### src/rtl/fryer_pkg.sv
// Shared fryer controller definitions: state encoding, BCD limit, timing defaults.
// Latency: n/a (types and constants only).
// Backpressure: n/a.
package fryer_pkg;

    typedef enum logic [2:0] {
        ST_OFF   = 3'd0,
        ST_IDLE  = 3'd1,
        ST_RUN   = 3'd2,
        ST_PAUSE = 3'd3,
        ST_DONE  = 3'd4
    } cook_state_t;

    localparam logic [3:0] BCD_MAX = 4'd9;

    // One unit is one minute at 1 kHz; the buzzer sounds for three seconds.
    localparam int TICKS_PER_UNIT_DEF = 60000;
    localparam int BUZZ_CYCLES_DEF    = 3000;

    // Single BCD digit increment, wrapping 9 -> 0 with no carry out.
    function automatic logic [3:0] bcd_inc(input logic [3:0] d);
        return (d >= BCD_MAX) ? 4'd0 : d + 4'd1;
    endfunction

endpackage

### src/rtl/cook_tick_gen.sv
// Prescaler: counts 0..TICKS_PER_UNIT-1 and pulses tick on the wrapping cycle.
// Latency: tick is combinational from the registered count (same cycle as the wrap).
// Backpressure: hold freezes the count; clr wins over run and hold.
module cook_tick_gen
    import fryer_pkg::*;
#(
    parameter int TICKS_PER_UNIT = TICKS_PER_UNIT_DEF
) (
    input  logic clk_1Khz,
    input  logic rst,
    input  logic clr,
    input  logic run,
    input  logic hold,
    output logic tick
);

    localparam int CW = $clog2(TICKS_PER_UNIT + 1);
    localparam logic [CW-1:0] CNT_MAX = CW'(TICKS_PER_UNIT - 1);

    logic [CW-1:0] cnt;
    logic          adv;

    assign adv  = run && !hold && !clr;
    assign tick = adv && (cnt == CNT_MAX);

    // Free-running modulo counter, advanced only while running and not frozen.
    always_ff @(posedge clk_1Khz or negedge rst) begin
        if (!rst) begin
            cnt <= '0;
        end else if (clr) begin
            cnt <= '0;
        end else if (adv) begin
            cnt <= (cnt == CNT_MAX) ? '0 : cnt + 1'b1;
        end
    end

endmodule

### src/rtl/cook_timer.sv
// Fryer countdown: two-digit BCD cook time set by key pulses, counted down while running.
// Latency: all outputs registered; a pulse sampled at edge N shows after edge N.
// Backpressure: none; pulses outside their accepting state are dropped.
module cook_timer
    import fryer_pkg::*;
#(
    parameter int TICKS_PER_UNIT = TICKS_PER_UNIT_DEF,
    parameter int BUZZ_CYCLES    = BUZZ_CYCLES_DEF
) (
    input  logic       clk_1Khz,
    input  logic       rst,
    input  logic       enable,
    input  logic       start,
    input  logic       pause,
    input  logic       clear,
    input  logic       inc_tens,
    input  logic       inc_ones,
    output logic [3:0] time_tens,
    output logic [3:0] time_ones,
    output logic       running,
    output logic       paused,
    output logic       done,
    output logic       buzz
);

    localparam int BW = $clog2(BUZZ_CYCLES + 1);
    localparam logic [BW-1:0] BUZZ_LAST = BW'(BUZZ_CYCLES - 1);

    cook_state_t state;
    logic [BW-1:0] buzz_cnt;

    logic       time_zero;
    logic       start_go;
    logic       resume;
    logic       tick_clr;
    logic       tick_run;
    logic       tick_hold;
    logic       tick;
    logic [3:0] dec_tens;
    logic [3:0] dec_ones;
    logic       dec_zero;

    assign time_zero = (time_tens == 4'd0) && (time_ones == 4'd0);
    assign start_go  = (state == ST_IDLE) && start && !time_zero;
    assign resume    = (state == ST_PAUSE) && (start || pause);

    // The prescaler restarts on power loss, abort, or a fresh start; it only
    // advances in RUN (not on the pausing cycle) and on the resuming cycle.
    assign tick_clr  = !enable || clear || start_go;
    assign tick_run  = (state == ST_RUN) || (state == ST_PAUSE);
    assign tick_hold = ((state == ST_RUN) && pause) || ((state == ST_PAUSE) && !resume);

    cook_tick_gen #(
        .TICKS_PER_UNIT (TICKS_PER_UNIT)
    ) u_tick_gen (
        .clk_1Khz (clk_1Khz),
        .rst      (rst),
        .clr      (tick_clr),
        .run      (tick_run),
        .hold     (tick_hold),
        .tick     (tick)
    );

    // BCD decrement with borrow from tens when ones is 0.
    always_comb begin
        dec_tens = time_tens;
        dec_ones = time_ones - 4'd1;
        if (time_ones == 4'd0) begin
            dec_ones = BCD_MAX;
            dec_tens = time_tens - 4'd1;
        end
        dec_zero = (time_tens == 4'd0) && (time_ones == 4'd1);
    end

    // Main FSM with digit registers, buzzer counter and registered status outputs.
    always_ff @(posedge clk_1Khz or negedge rst) begin
        if (!rst) begin
            state     <= ST_OFF;
            time_tens <= 4'd0;
            time_ones <= 4'd0;
            running   <= 1'b0;
            paused    <= 1'b0;
            done      <= 1'b0;
            buzz      <= 1'b0;
            buzz_cnt  <= '0;
        end else begin
            done <= 1'b0;
            if (!enable) begin
                state     <= ST_OFF;
                time_tens <= 4'd0;
                time_ones <= 4'd0;
                running   <= 1'b0;
                paused    <= 1'b0;
                buzz      <= 1'b0;
                buzz_cnt  <= '0;
            end else if (clear && (state != ST_OFF)) begin
                state     <= ST_IDLE;
                time_tens <= 4'd0;
                time_ones <= 4'd0;
                running   <= 1'b0;
                paused    <= 1'b0;
                buzz      <= 1'b0;
                buzz_cnt  <= '0;
            end else begin
                case (state)
                    ST_OFF: begin
                        state <= ST_IDLE;
                    end
                    ST_IDLE: begin
                        if (start_go) begin
                            state   <= ST_RUN;
                            running <= 1'b1;
                        end else begin
                            if (inc_tens) time_tens <= bcd_inc(time_tens);
                            if (inc_ones) time_ones <= bcd_inc(time_ones);
                        end
                    end
                    ST_RUN, ST_PAUSE: begin
                        if (state == ST_RUN && pause) begin
                            state   <= ST_PAUSE;
                            running <= 1'b0;
                            paused  <= 1'b1;
                        end else if (resume) begin
                            state   <= ST_RUN;
                            running <= 1'b1;
                            paused  <= 1'b0;
                        end
                        // A tick can only occur in RUN or on the resuming cycle.
                        if (tick) begin
                            time_tens <= dec_tens;
                            time_ones <= dec_ones;
                            if (dec_zero) begin
                                state    <= ST_DONE;
                                running  <= 1'b0;
                                paused   <= 1'b0;
                                done     <= 1'b1;
                                buzz     <= 1'b1;
                                buzz_cnt <= '0;
                            end
                        end
                    end
                    ST_DONE: begin
                        if (buzz_cnt == BUZZ_LAST) begin
                            state     <= ST_IDLE;
                            buzz      <= 1'b0;
                            time_tens <= 4'd0;
                            time_ones <= 4'd0;
                            buzz_cnt  <= '0;
                        end else begin
                            buzz_cnt <= buzz_cnt + 1'b1;
                        end
                    end
                    default: begin
                        state <= ST_OFF;
                    end
                endcase
            end
        end
    end

endmodule

### config.mk
export PLATFORM = sky130hd
export DESIGN_NAME = cook_timer
export DESIGN_NICKNAME = d
export VERILOG_FILES = /design/src/rtl/fryer_pkg.sv /design/src/rtl/cook_tick_gen.sv /design/src/rtl/cook_timer.sv
export SDC_FILE = /design/constraint.sdc
export NUM_CORES = 1
export LEC_CHECK = 0
export BUFFER_PORTS_ARGS = -buffer_cell sky130_fd_sc_hd__buf_2
export CAP_MARGIN = 10
export CORE_MARGIN = 1
export CORE_UTILIZATION = 45
export DETAILED_ROUTE_END_ITERATION = 7
export GPL_TIMING_DRIVEN = 0
export PLACE_DENSITY = 0.65
export SLEW_MARGIN = 5
export SYNTH_ARGS = -nofsm -noshare
export SYNTH_HDL_FRONTEND = slang
export SYNTH_SLANG_ARGS = --single-unit
export TNS_END_PERCENT = 1
### constraint.sdc
create_clock -name clk_1Khz -period 2.95 [get_ports clk_1Khz]
set_clock_uncertainty 0.15 [all_clocks]
set_input_delay 0.1475 -clock clk_1Khz [delete_from_list [all_inputs] [get_ports clk_1Khz]]
set_output_delay 0.1475 -clock clk_1Khz [all_outputs]
set_load 0.02 [all_outputs]
==> flow_metrics.env, run 1 <==
export IMPL_first_pass_iters=4
export IMPL_synth_edf_count=0
export IMPL_ys_ff_latch=43
export IMPL_post_route_min_period_ns=2.60
export IMPL_finalNetCount=364
export IMPL_wl_per_cell_um=15.8
export IMPL_cts_tree="built"
export IMPL_worst_ep_arrival_time_ns=2.64
export IMPL_cts_resized_gates=0
export IMPL_slew_viol_final=0
export IMPL_grt_pass1_wl_um=10800
export IMPL_io_pins=20
export IMPL_setup_violations=0
export IMPL_cts_buffer_depth=2
export IMPL_start_util_pct=47.7
export IMPL_diodes=0
export IMPL_synth_adder_area_share_pct=3.44
export IMPL_synthArstFlopShare_pct=100
export IMPL_synth_xor_area_share_pct=0.602
export IMPL_syn_nets=337
export IMPL_clk_pin_slew_ns=0.09
export IMPL_dpl_hpwl_um=4720
export IMPL_synthCells=321
export IMPL_track_usage_pct=21.2
export IMPL_root_buffer="clkbuf_8"
export IMPL_drt_iter0_drc=133
export IMPL_clk_latency_ns=0.30
export IMPL_syn_area_per_cell_um2=9.07
export IMPL_holdPathStages=2
export IMPL_io_buffers=19
export IMPL_synth_cell_type_count=70
export IMPL_synth_top_family_by_area="simple AND/OR/NAND/NOR gates"
export IMPL_synth_compound_area_share_pct=23.5
export IMPL_setup_tns_ns=0
export IMPL_vias=2514
export IMPL_layout_common_cells="dfrtp_1, nand2_1, buf_2, nor2_1, a21oi_1"
export IMPL_final_cell_area_um2=3250
export IMPL_outcome="finished, final reports clean"
export IMPL_min_from="enable"
export IMPL_fp_row_count=28
export IMPL_finalHoldViolCount=0
export IMPL_hold_end="state[0]$_DFFE_PN0P_"
export IMPL_postPlaceCellArea_um2=3100
export IMPL_routabilityCongestion=0.860
export IMPL_p_per_area_nw_per_um2=582
export IMPL_htreeDepth=2
export IMPL_area_delta_synth_final_pct=11.5
export IMPL_wirelength_um=6710
export IMPL_max_slew_margin_pct=34.7
export IMPL_drtAntennaViolNets=0
export IMPL_path_class="flop to flop"
export IMPL_finalCritPeriodShare_pct=88.3
export IMPL_drive_gt1_share_pct=17.2
export IMPL_numCtsBuffers=5
export IMPL_ir_drop_uv=371
export IMPL_required_ns=2.98
export IMPL_rr_worst_depth=7
export IMPL_cap_violations=0
export IMPL_die_w_um=82.4
export IMPL_coreArea_um2=6100
export IMPL_die_height_um=82.4
export IMPL_syn_area_um2=2910
export IMPL_p_leak_nw=1.38
export IMPL_gr_total_overflow=0
export IMPL_grt_max_degree=44
export IMPL_reg2reg_from="u_tick_gen.cnt[0]$_DFFE_PN0P_"
export IMPL_hp_class="primary input to flop"
export IMPL_vias_per_cell=5.93
export IMPL_r2r_end="buzz_cnt[8]$_DFFE_PN0P_"
export IMPL_ys_warn_count=0
export IMPL_yosys_area_share_simple_pct=26.2
export IMPL_clock_sinks=43
export IMPL_startpoint_type="flop"
export IMPL_grt_setup_unrepaired="no"
export IMPL_drc=0
export IMPL_r2r_setup_slack_ns=0.35
export IMPL_layout_commonest_cell="dfrtp_1"
export IMPL_yosysSeqAreaShare_pct=37.0
export IMPL_worst_pin_slew_ns=0.979
export IMPL_antenna_found_initial=0
export IMPL_critPathMaxFanout=10
export IMPL_clock_fmax_mhz=384
export IMPL_yosys_most_used_dff="dfrtp_1"
export IMPL_cp_end_kind="flop"
export IMPL_synth_mux_area_share_pct=3.78
export IMPL_die_area_um2=6790
export IMPL_grt_pass1_vias=2224
export IMPL_fillers=568
flip-flops by register name (all words and copies together) (netlist names):
signal,cells
paused,1
buzz_cnt,12
u_tick_gen.cnt,16
state,3
time_tens,4
done,1
time_ones,4
buzz,1
running,1
metal layers:
layer / share of wire (%) / wire length, um / vias to the layer above / GRT usage, %
met1: 51 / 3430 / 1207 / 30.6
met5: 0 / 0 / - / 0
met2: 45 / 3030 / 39 / 32.1
met3: 3.3 / 224 / 2 / 3.41
met4: 0.40 / 27 / 0 / 6.84
li1: - / - / 1266 / -
synth_stat cells (all sizes together), types with 3 or more instances:
library cell	count	share of area (%)
inv	19	2.5
nor2b	6	1.5
nand4	9	2.1
nand2	28	3.6
o31ai	7	1.8
dfrtp	43	37
or4	4	1.0
nand3b	3	0.77
buf	11	2.8
ha	8	3.4
a21oi	21	3.6
o21a	4	1.0
mux2	7	3.1
a21o	3	0.77
nor3b	4	1.2
nor3	10	2.1
nand2b	5	1.1
or3	6	1.5
or3b	3	0.99
and3	5	1.1
nor4	5	1.6
nand3	11	1.9
nor2	22	2.8
a31oi	12	2.6
a22o	3	0.90
o211ai	5	1.3
o21ai	20	3.4
layout make-up:
class / instances / area, um^2 / share of cell area (%)
clock buffer: 5 / 68.8 / 2.12
buffer: 13 / 88.8 / 2.74
clock inverter: 3 / 67.6 / 2.08
multi-input combinational: 246 / 1670 / 51.6
inverter: 19 / 71.3 / 2.20
timing repair buffer: 20 / 105 / 3.24
tap: 75 / 93.8 / 2.89
sequential: 43 / 1080 / 33.2
power breakdown:
| part | total, mW | switching [mW] | internal (mW) | leakage (nW) |
|---|---|---|---|---|
| combinational | 0.635 | 0.364 | 0.272 | 0.724 |
| sequential | 0.693 | 0.0632 | 0.630 | 0.593 |
| clock | 0.559 | 0.222 | 0.338 | 0.0644 |
| total | 1.89 | 0.649 | 1.24 | 1.38 |
critical path, cell delays in order, from the launching register on:
cell	delay [ns]
dfrtp_1	0.41
ha_1	0.23
nand4_1	0.20
nor4_4	0.43
nand4_1	0.44
a21boi_2	0.35
buf_6	0.18
a31oi_1	0.09
per-stage QoR:
step	power [mW]	hold WS, ns	util (%)	cells	setup WS (ns)
2_1_floorplan	1.17	-0.298	-	321	0.597
3_3_place_gp	1.32	0.219	50.8	415	0.350
3_5_place_dp	1.33	0.223	50.8	415	0.321
4_1_cts	1.90	0.0216	53.2	424	0.299
5_1_grt	2.00	0.0374	53.2	424	0.0473
6_report	1.89	0.0341	53.2	424	0.346
cells by family (layout without fill, tap and decap cells):
group / after synthesis / in the layout
DFF: 43 / 43
muxes: 9 / 9
and+or+nand+nor: 129 / 129
AOI/OAI and AO/OA: 98 / 98
buffers and inverters: 32 / 60
adders and majority gates: 8 / 8
xor gates and xnor gates: 2 / 2
worst max path at each step:
stage	endpoint	startpoint	slack [ns]	depth (start not counted)
2_1_floorplan	time_ones[1]$_DFFE_PN0P_	time_ones[0]$_DFFE_PN0P_	0.60	7
3_3_place_gp	buzz_cnt[4]$_DFFE_PN0P_	u_tick_gen.cnt[0]$_DFFE_PN0P_	0.35	7
3_5_place_dp	buzz_cnt[11]$_DFFE_PN0P_	u_tick_gen.cnt[0]$_DFFE_PN0P_	0.32	7
4_1_cts	buzz_cnt[4]$_DFFE_PN0P_	u_tick_gen.cnt[0]$_DFFE_PN0P_	0.30	7
5_1_grt	buzz_cnt[10]$_DFFE_PN0P_	u_tick_gen.cnt[0]$_DFFE_PN0P_	0.05	7
6_report	buzz_cnt[8]$_DFFE_PN0P_	u_tick_gen.cnt[0]$_DFFE_PN0P_	0.35	7
repair_timing:
action,CTS,global route
setup buffers,0,0
endpoints found under the hold margin,43,0
hold buffers,1,0
Power figures use the tool's default switching activity.
==> run 2, diff against run 1 <==
--- a/config.mk
+++ b/config.mk
@@ -8,11 +8,11 @@
 export BUFFER_PORTS_ARGS = -buffer_cell sky130_fd_sc_hd__buf_2
 export CAP_MARGIN = 10
 export CORE_MARGIN = 1
-export CORE_UTILIZATION = 45
+export CORE_UTILIZATION = 49
 export DETAILED_ROUTE_END_ITERATION = 7
 export GPL_TIMING_DRIVEN = 0
-export PLACE_DENSITY = 0.65
-export SLEW_MARGIN = 5
+export PLACE_DENSITY = 0.7
+export SLEW_MARGIN = 20
 export SYNTH_ARGS = -nofsm -noshare
 export SYNTH_HDL_FRONTEND = slang
 export SYNTH_SLANG_ARGS = --single-unit
==> run 2 against run 1 <==
Worst setup slack got worse by 0.061 ns. Core utilization increased by 3.8 points. Global-route usage up 1.7 points. Sequential share of layout area rose by 0.48 points. First-iteration DRC count increased by 4.5%. Critical path type unchanged.
==> flow_metrics.env, run 2 (same netlist as run 1, synthesis figures left out) <==
export IMPL_setup_violations=0
export IMPL_critPathMaxFanout=10
export IMPL_antenna_found_initial=0
export IMPL_holdPathStages=2
export IMPL_grt_pass1_wl_um=11300
export IMPL_post_route_min_period_ns=2.67
export IMPL_drtAntennaViolNets=0
export IMPL_grt_pass1_vias=2361
export IMPL_crit_slowest_cell="nand4_1"
export IMPL_wl_per_cell_um=15.9
export IMPL_cts_tree="built"
export IMPL_p_per_area_nw_per_um2=535
export IMPL_cp_cell_sequence="ha_1 -> nand4_1 -> nor4_4 -> nand4_1 -> a21boi_2 -> buf_6 -> o211ai_1"
export IMPL_cts_resized_gates=0
export IMPL_layout_common_cells="dfrtp_1, nand2_1, buf_2, nor2_1, a21oi_1"
export IMPL_worst_pin_slew_ns=0.969
export IMPL_power_mw=1.71
export IMPL_worst_ep_arrival_time_ns=2.68
export IMPL_layout_commonest_cell="dfrtp_1"
export IMPL_rr_worst_depth=7
export IMPL_min_from="enable"
export IMPL_slew_viol_final=0
export IMPL_area_delta_synth_final_pct=9.93
export IMPL_largest_register_ffs=16
export IMPL_drc=0
export IMPL_r2r_setup_slack_ns=0.28
export IMPL_outcome="finished, final reports clean"
export IMPL_clock_sinks=43
export IMPL_numCtsBuffers=5
export IMPL_drive_gt1_share_pct=17.2
export IMPL_drt_iter0_drc=139
export IMPL_start_util_pct=51.9
export IMPL_max_slew_margin_pct=35.4
export IMPL_first_pass_iters=4
export IMPL_diodes=0
export IMPL_hold_end="state[0]$_DFFE_PN0P_"
export IMPL_clk_pin_slew_ns=0.09
export IMPL_grt_max_degree=44
export IMPL_grt_setup_unrepaired="no"
export IMPL_finalCritPeriodShare_pct=90.3
export IMPL_internal_power_mw=1.07
export IMPL_p_sw_uw=639
export IMPL_regArea_um2=1080
export IMPL_vias_per_cell=6.17
export IMPL_wirelength_um=6680
export IMPL_cap_violations=0
export IMPL_ir_drop_uv=375
export IMPL_reg2reg_from="u_tick_gen.cnt[0]$_DFFE_PN0P_"
export IMPL_seq_power_share_pct=40.4
export IMPL_fp_row_count=27
export IMPL_finalNetCount=364
export IMPL_p_comb_share_pct=37.0
export IMPL_clkPwrFrac_pct=22.5
export IMPL_root_buffer="clkbuf_8"
export IMPL_dpl_hpwl_um=4830
export IMPL_r2r_end="buzz_cnt[10]$_DFFE_PN0P_"
export IMPL_cts_buffer_depth=2
export IMPL_vias=2598
export IMPL_cp_end_kind="flop"
export IMPL_coreArea_um2=5610
export IMPL_max_stage_delay_ns=0.44
export IMPL_track_usage_pct=22.8
export IMPL_path_class="flop to flop"
export IMPL_htreeDepth=2
export IMPL_cp_num_buf_inv=1
export IMPL_reg_top3="u_tick_gen.cnt (16), buzz_cnt (12)"
export IMPL_clock_fmax_mhz=375
export IMPL_regMostFlops="u_tick_gen.cnt"
export IMPL_die_area_um2=6250
export IMPL_path_delay_family="simple AND/OR/NAND/NOR gates"
export IMPL_startpoint_type="flop"
export IMPL_die_height_um=79.1
export IMPL_routabilityCongestion=0.858
export IMPL_clk_latency_ns=0.29
export IMPL_finalHoldViolCount=0
export IMPL_gr_total_overflow=0
export IMPL_multi_input_area_um2=1670
export IMPL_required_ns=2.97
export IMPL_hp_class="primary input to flop"
export IMPL_cp_common_cell="nand4_1"
export IMPL_io_pins=20
export IMPL_io_buffers=19
export IMPL_p_leak_nw=1.36
export IMPL_die_w_um=79.1
export IMPL_switching_share_pct=37.4
export IMPL_fillers=536
export IMPL_setup_tns_ns=0
[run 2: changes by cell type in the layout (fill, tap and decap cells not counted)]
cell | previous run | this run
clkinv_4 | 0 | 2
bufinv_16 | 2 | 0
[run 2: worst register-to-register path, stage by stage (launching register included)]
cell and delay (ns):
dfrtp_1 0.42, ha_1 0.23, nand4_1 0.21, nor4_4 0.43
nand4_1 0.45, a21boi_2 0.37, buf_6 0.19, o211ai_1 0.09
[run 2: worst max path at each step]
stage	slack, ns	start	depth (start not counted)	to
after floorplan	0.60	time_ones[0]$_DFFE_PN0P_	7	time_ones[1]$_DFFE_PN0P_
after global placement	0.37	u_tick_gen.cnt[0]$_DFFE_PN0P_	7	buzz_cnt[4]$_DFFE_PN0P_
after detailed placement	0.31	u_tick_gen.cnt[0]$_DFFE_PN0P_	7	buzz_cnt[11]$_DFFE_PN0P_
after CTS	0.30	u_tick_gen.cnt[0]$_DFFE_PN0P_	7	buzz_cnt[4]$_DFFE_PN0P_
after global routing	0.07	u_tick_gen.cnt[0]$_DFFE_PN0P_	7	buzz_cnt[7]$_DFFE_PN0P_
final	0.28	u_tick_gen.cnt[0]$_DFFE_PN0P_	7	buzz_cnt[10]$_DFFE_PN0P_
[run 2: through the flow]
| stage | cells | setup WS [ns] | hold WS, ns | instance area [um^2] | utilization, % |
|---|---|---|---|---|---|
| after CTS | 421 | 0.299 | 0.0483 | 3200 | 57.1 |
| after floorplan | 321 | 0.597 | -0.298 | 2910 | - |
| after detailed placement | 412 | 0.314 | 0.206 | 3100 | 55.2 |
| after global routing | 421 | 0.0721 | 0.0601 | 3200 | 57.1 |
| after global placement | 412 | 0.369 | 0.213 | 3100 | 55.2 |
| final | 421 | 0.285 | 0.0622 | 3200 | 57.1 |
[run 2: repair_timing]
action,in CTS,in global routing
endpoints found under the hold margin,43,0
hold buffers,1,0
setup buffers,0,0
[run 2: power by group through the flow]
stage,sequential [mW],clock (mW),combinational (mW)
after floorplan,0.739,0,0.432
after detailed placement,0.702,0,0.628
after global routing,0.700,0.426,0.699
after global placement,0.701,0,0.619
final,0.692,0.385,0.634
after CTS,0.691,0.397,0.633
[run 2: layer usage]
metal / up-vias / track usage, % / part of all wire [%]
met1: 1275 / 33.0 / 50
li1: 1265 / - / -
met4: 0 / 4.91 / 0.40
met3: 4 / 4.14 / 3.1
met2: 54 / 35.5 / 46
met5: - / 0 / 0
[run 2: final cells by class]
| type | instances | area share (%) |
|---|---|---|
| clock inverter | 3 | 0.782 |
| sequential | 43 | 33.6 |
| inverter | 19 | 2.23 |
| tap | 72 | 2.82 |
| timing repair buffer | 20 | 3.29 |
| multi-input combinational | 246 | 52.3 |
| clock buffer | 5 | 2.15 |
| buffer | 13 | 2.78 |
==> run 3, diff against run 2 <==
--- a/config.mk
+++ b/config.mk
@@ -8,10 +8,11 @@
 export BUFFER_PORTS_ARGS = -buffer_cell sky130_fd_sc_hd__buf_2
 export CAP_MARGIN = 10
 export CORE_MARGIN = 1
-export CORE_UTILIZATION = 49
+export CORE_UTILIZATION = 55
 export DETAILED_ROUTE_END_ITERATION = 7
 export GPL_TIMING_DRIVEN = 0
-export PLACE_DENSITY = 0.7
+export PLACE_DENSITY = 0.77
+export SETUP_SLACK_MARGIN = 0.15
 export SLEW_MARGIN = 20
 export SYNTH_ARGS = -nofsm -noshare
 export SYNTH_HDL_FRONTEND = slang
==> run 3 against run 2 <==
Sequential cell count unchanged. Register-to-register slack better by 0.07 ns. Largest power group unchanged. Via count down 2.6%. Largest cell class unchanged.
==> flow_metrics.env, run 3 (same netlist as run 1, synthesis figures left out) <==
export IMPL_drive_gt1_share_pct=17.2
export IMPL_grt_max_degree=44
export IMPL_dpl_hpwl_um=4450
export IMPL_numCtsBuffers=5
export IMPL_die_height_um=74.7
export IMPL_root_buffer="clkbuf_8"
export IMPL_required_ns=2.98
export IMPL_io_pins=20
export IMPL_htreeDepth=2
export IMPL_use_met2_pct=36.1
export IMPL_p_per_area_nw_per_um2=561
export IMPL_cp_end_kind="flop"
export IMPL_io_buffers=19
export IMPL_coreArea_um2=5110
export IMPL_path_delay_family="simple AND/OR/NAND/NOR gates"
export IMPL_layout_commonest_cell="dfrtp_1"
export IMPL_cts_resized_gates=0
export IMPL_grt_pass1_wl_um=9940
export IMPL_cp_cell_sequence="ha_1 -> nand4_1 -> nor4_4 -> nand4_1 -> a21boi_2 -> buf_6 -> a31oi_1"
export IMPL_vias_per_cell=6.04
export IMPL_routabilityCongestion=0.888
export IMPL_wl_per_cell_um=15.1
export IMPL_layout_common_cells="dfrtp_1, nand2_1, buf_2, nor2_1, a21oi_1"
export IMPL_die_w_um=74.7
export IMPL_fillers=444
export IMPL_antenna_found_initial=0
export IMPL_hp_class="primary input to flop"
export IMPL_met1_usage_pct=33.0
export IMPL_regArea_um2=1080
export IMPL_regMostFlops="u_tick_gen.cnt"
export IMPL_clock_sinks=43
export IMPL_drt_iter0_drc=164
export IMPL_grt_pass1_vias=2170
export IMPL_track_usage_pct=23.1
export IMPL_rr_worst_depth=7
export IMPL_worst_ep_arrival_time_ns=2.62
export IMPL_instances_no_fill=419
export IMPL_grt_setup_unrepaired="no"
export IMPL_drtAntennaViolNets=0
export IMPL_min_from="enable"
export IMPL_diodes=0
export IMPL_clock_fmax_mhz=386
export IMPL_hold_end="state[0]$_DFFE_PN0P_"
export IMPL_path_class="flop to flop"
export IMPL_ir_drop_uv=473
export IMPL_outcome="finished, final reports clean"
export IMPL_setup_violations=0
export IMPL_grt_busiest_layer="met2"
export IMPL_vias=2530
export IMPL_drc=0
export IMPL_cts_buffer_depth=2
export IMPL_multi_input_area_um2=1670
export IMPL_fp_row_count=26
export IMPL_post_cts_setup_buffers=0
export IMPL_r2r_setup_slack_ns=0.36
export IMPL_worst_pin_slew_ns=0.704
export IMPL_crit_slowest_cell="nand4_1"
export IMPL_reg_top3="u_tick_gen.cnt (16), buzz_cnt (12)"
export IMPL_cap_violations=0
export IMPL_p_leak_nw=1.38
export IMPL_holdPathStages=2
export IMPL_first_pass_iters=4
export IMPL_largest_register_ffs=16
export IMPL_dp_cells=410
export IMPL_cp_num_buf_inv=1
export IMPL_critPathMaxFanout=10
export IMPL_startpoint_type="flop"
export IMPL_start_util_pct=57.0
export IMPL_max_slew_margin_pct=52.7
export IMPL_clk_pin_slew_ns=0.08
export IMPL_max_stage_delay_ns=0.43
export IMPL_r2r_end="buzz_cnt[7]$_DFFE_PN0P_"
export IMPL_finalHoldViolCount=0
export IMPL_post_route_min_period_ns=2.59
export IMPL_setup_tns_ns=0
export IMPL_finalNetCount=364
export IMPL_cts_tree="built"
export IMPL_wirelength_um=6330
export IMPL_cp_common_cell="nand4_1"
export IMPL_reg2reg_from="u_tick_gen.cnt[0]$_DFFE_PN0P_"
export IMPL_clk_latency_ns=0.30
export IMPL_die_area_um2=5590
export IMPL_grt_use_met3_pct=4.02
export IMPL_gr_total_overflow=0
export IMPL_finalCritPeriodShare_pct=87.9
export IMPL_area_delta_synth_final_pct=10.7
export IMPL_slew_viol_final=0
## run 3: cell count changes in the layout (fill, tap and decap cells not counted)
cell        previous run  this run
clkinv_4               2         0
bufinv_16              0         1
buf_2                 24        23
buf_4                  1         2
clkinv_2               0         1
clkbuf_8               5         6
clkinvlp_4             1         0
## run 3: cell type report
cell class / instances / share of cell area [%]
Buffer: 13 / 2.76
Clock buffer: 6 / 2.56
Clock inverter: 2 / 1.09
Inverter: 19 / 2.21
Multi-Input combinational cell: 246 / 51.9
Sequential cell: 43 / 33.4
Tap cell: 70 / 2.72
Timing Repair Buffer: 20 / 3.34
## run 3: worst max-delay path by stage
stage                                       start                        to  slack, ns  cells past startpoint
floorplan                time_ones[0]$_DFFE_PN0P_  time_ones[1]$_DFFE_PN0P_       0.60                      7
global placement    u_tick_gen.cnt[0]$_DFFE_PN0P_   buzz_cnt[2]$_DFFE_PN0P_       0.39                      7
detailed placement  u_tick_gen.cnt[0]$_DFFE_PN0P_  buzz_cnt[11]$_DFFE_PN0P_       0.36                      7
CTS                 u_tick_gen.cnt[0]$_DFFE_PN0P_   buzz_cnt[9]$_DFFE_PN0P_       0.36                      7
global route        u_tick_gen.cnt[0]$_DFFE_PN0P_   buzz_cnt[7]$_DFFE_PN0P_       0.17                      7
finish              u_tick_gen.cnt[0]$_DFFE_PN0P_   buzz_cnt[7]$_DFFE_PN0P_       0.36                      7
## run 3: repair_timing
item / 4_1_cts / 5_1_grt
hold endpoints to repair: 43 / 0
setup endpoints to repair: 0 / 0
hold buffers: 1 / 0
## run 3: routing by layer
layer,vias to the layer above,share of wire (%)
met5,-,0
met4,0,1.0
met3,6,3.2
met2,42,46
met1,1222,50
li1,1260,-
## run 3: metrics by stage
stage	power, mW	hold slack [ns]	utilization (%)	instance area [um^2]	worst slack [ns]
final	1.81	0.0467	63.1	3220	0.358
after floorplan	1.17	-0.298	-	2910	0.597
after CTS	1.81	0.0382	63.1	3220	0.360
after global placement	1.31	0.203	60.6	3090	0.388
after global routing	1.90	0.0520	63.1	3220	0.174
after detailed placement	1.33	0.210	60.6	3090	0.360
## run 3: power by group
part	switching (mW)	internal [mW]	leakage (nW)	total, mW
clock	0.206	0.274	0.0612	0.480
sequential	0.0630	0.630	0.593	0.693
combinational	0.363	0.272	0.725	0.635
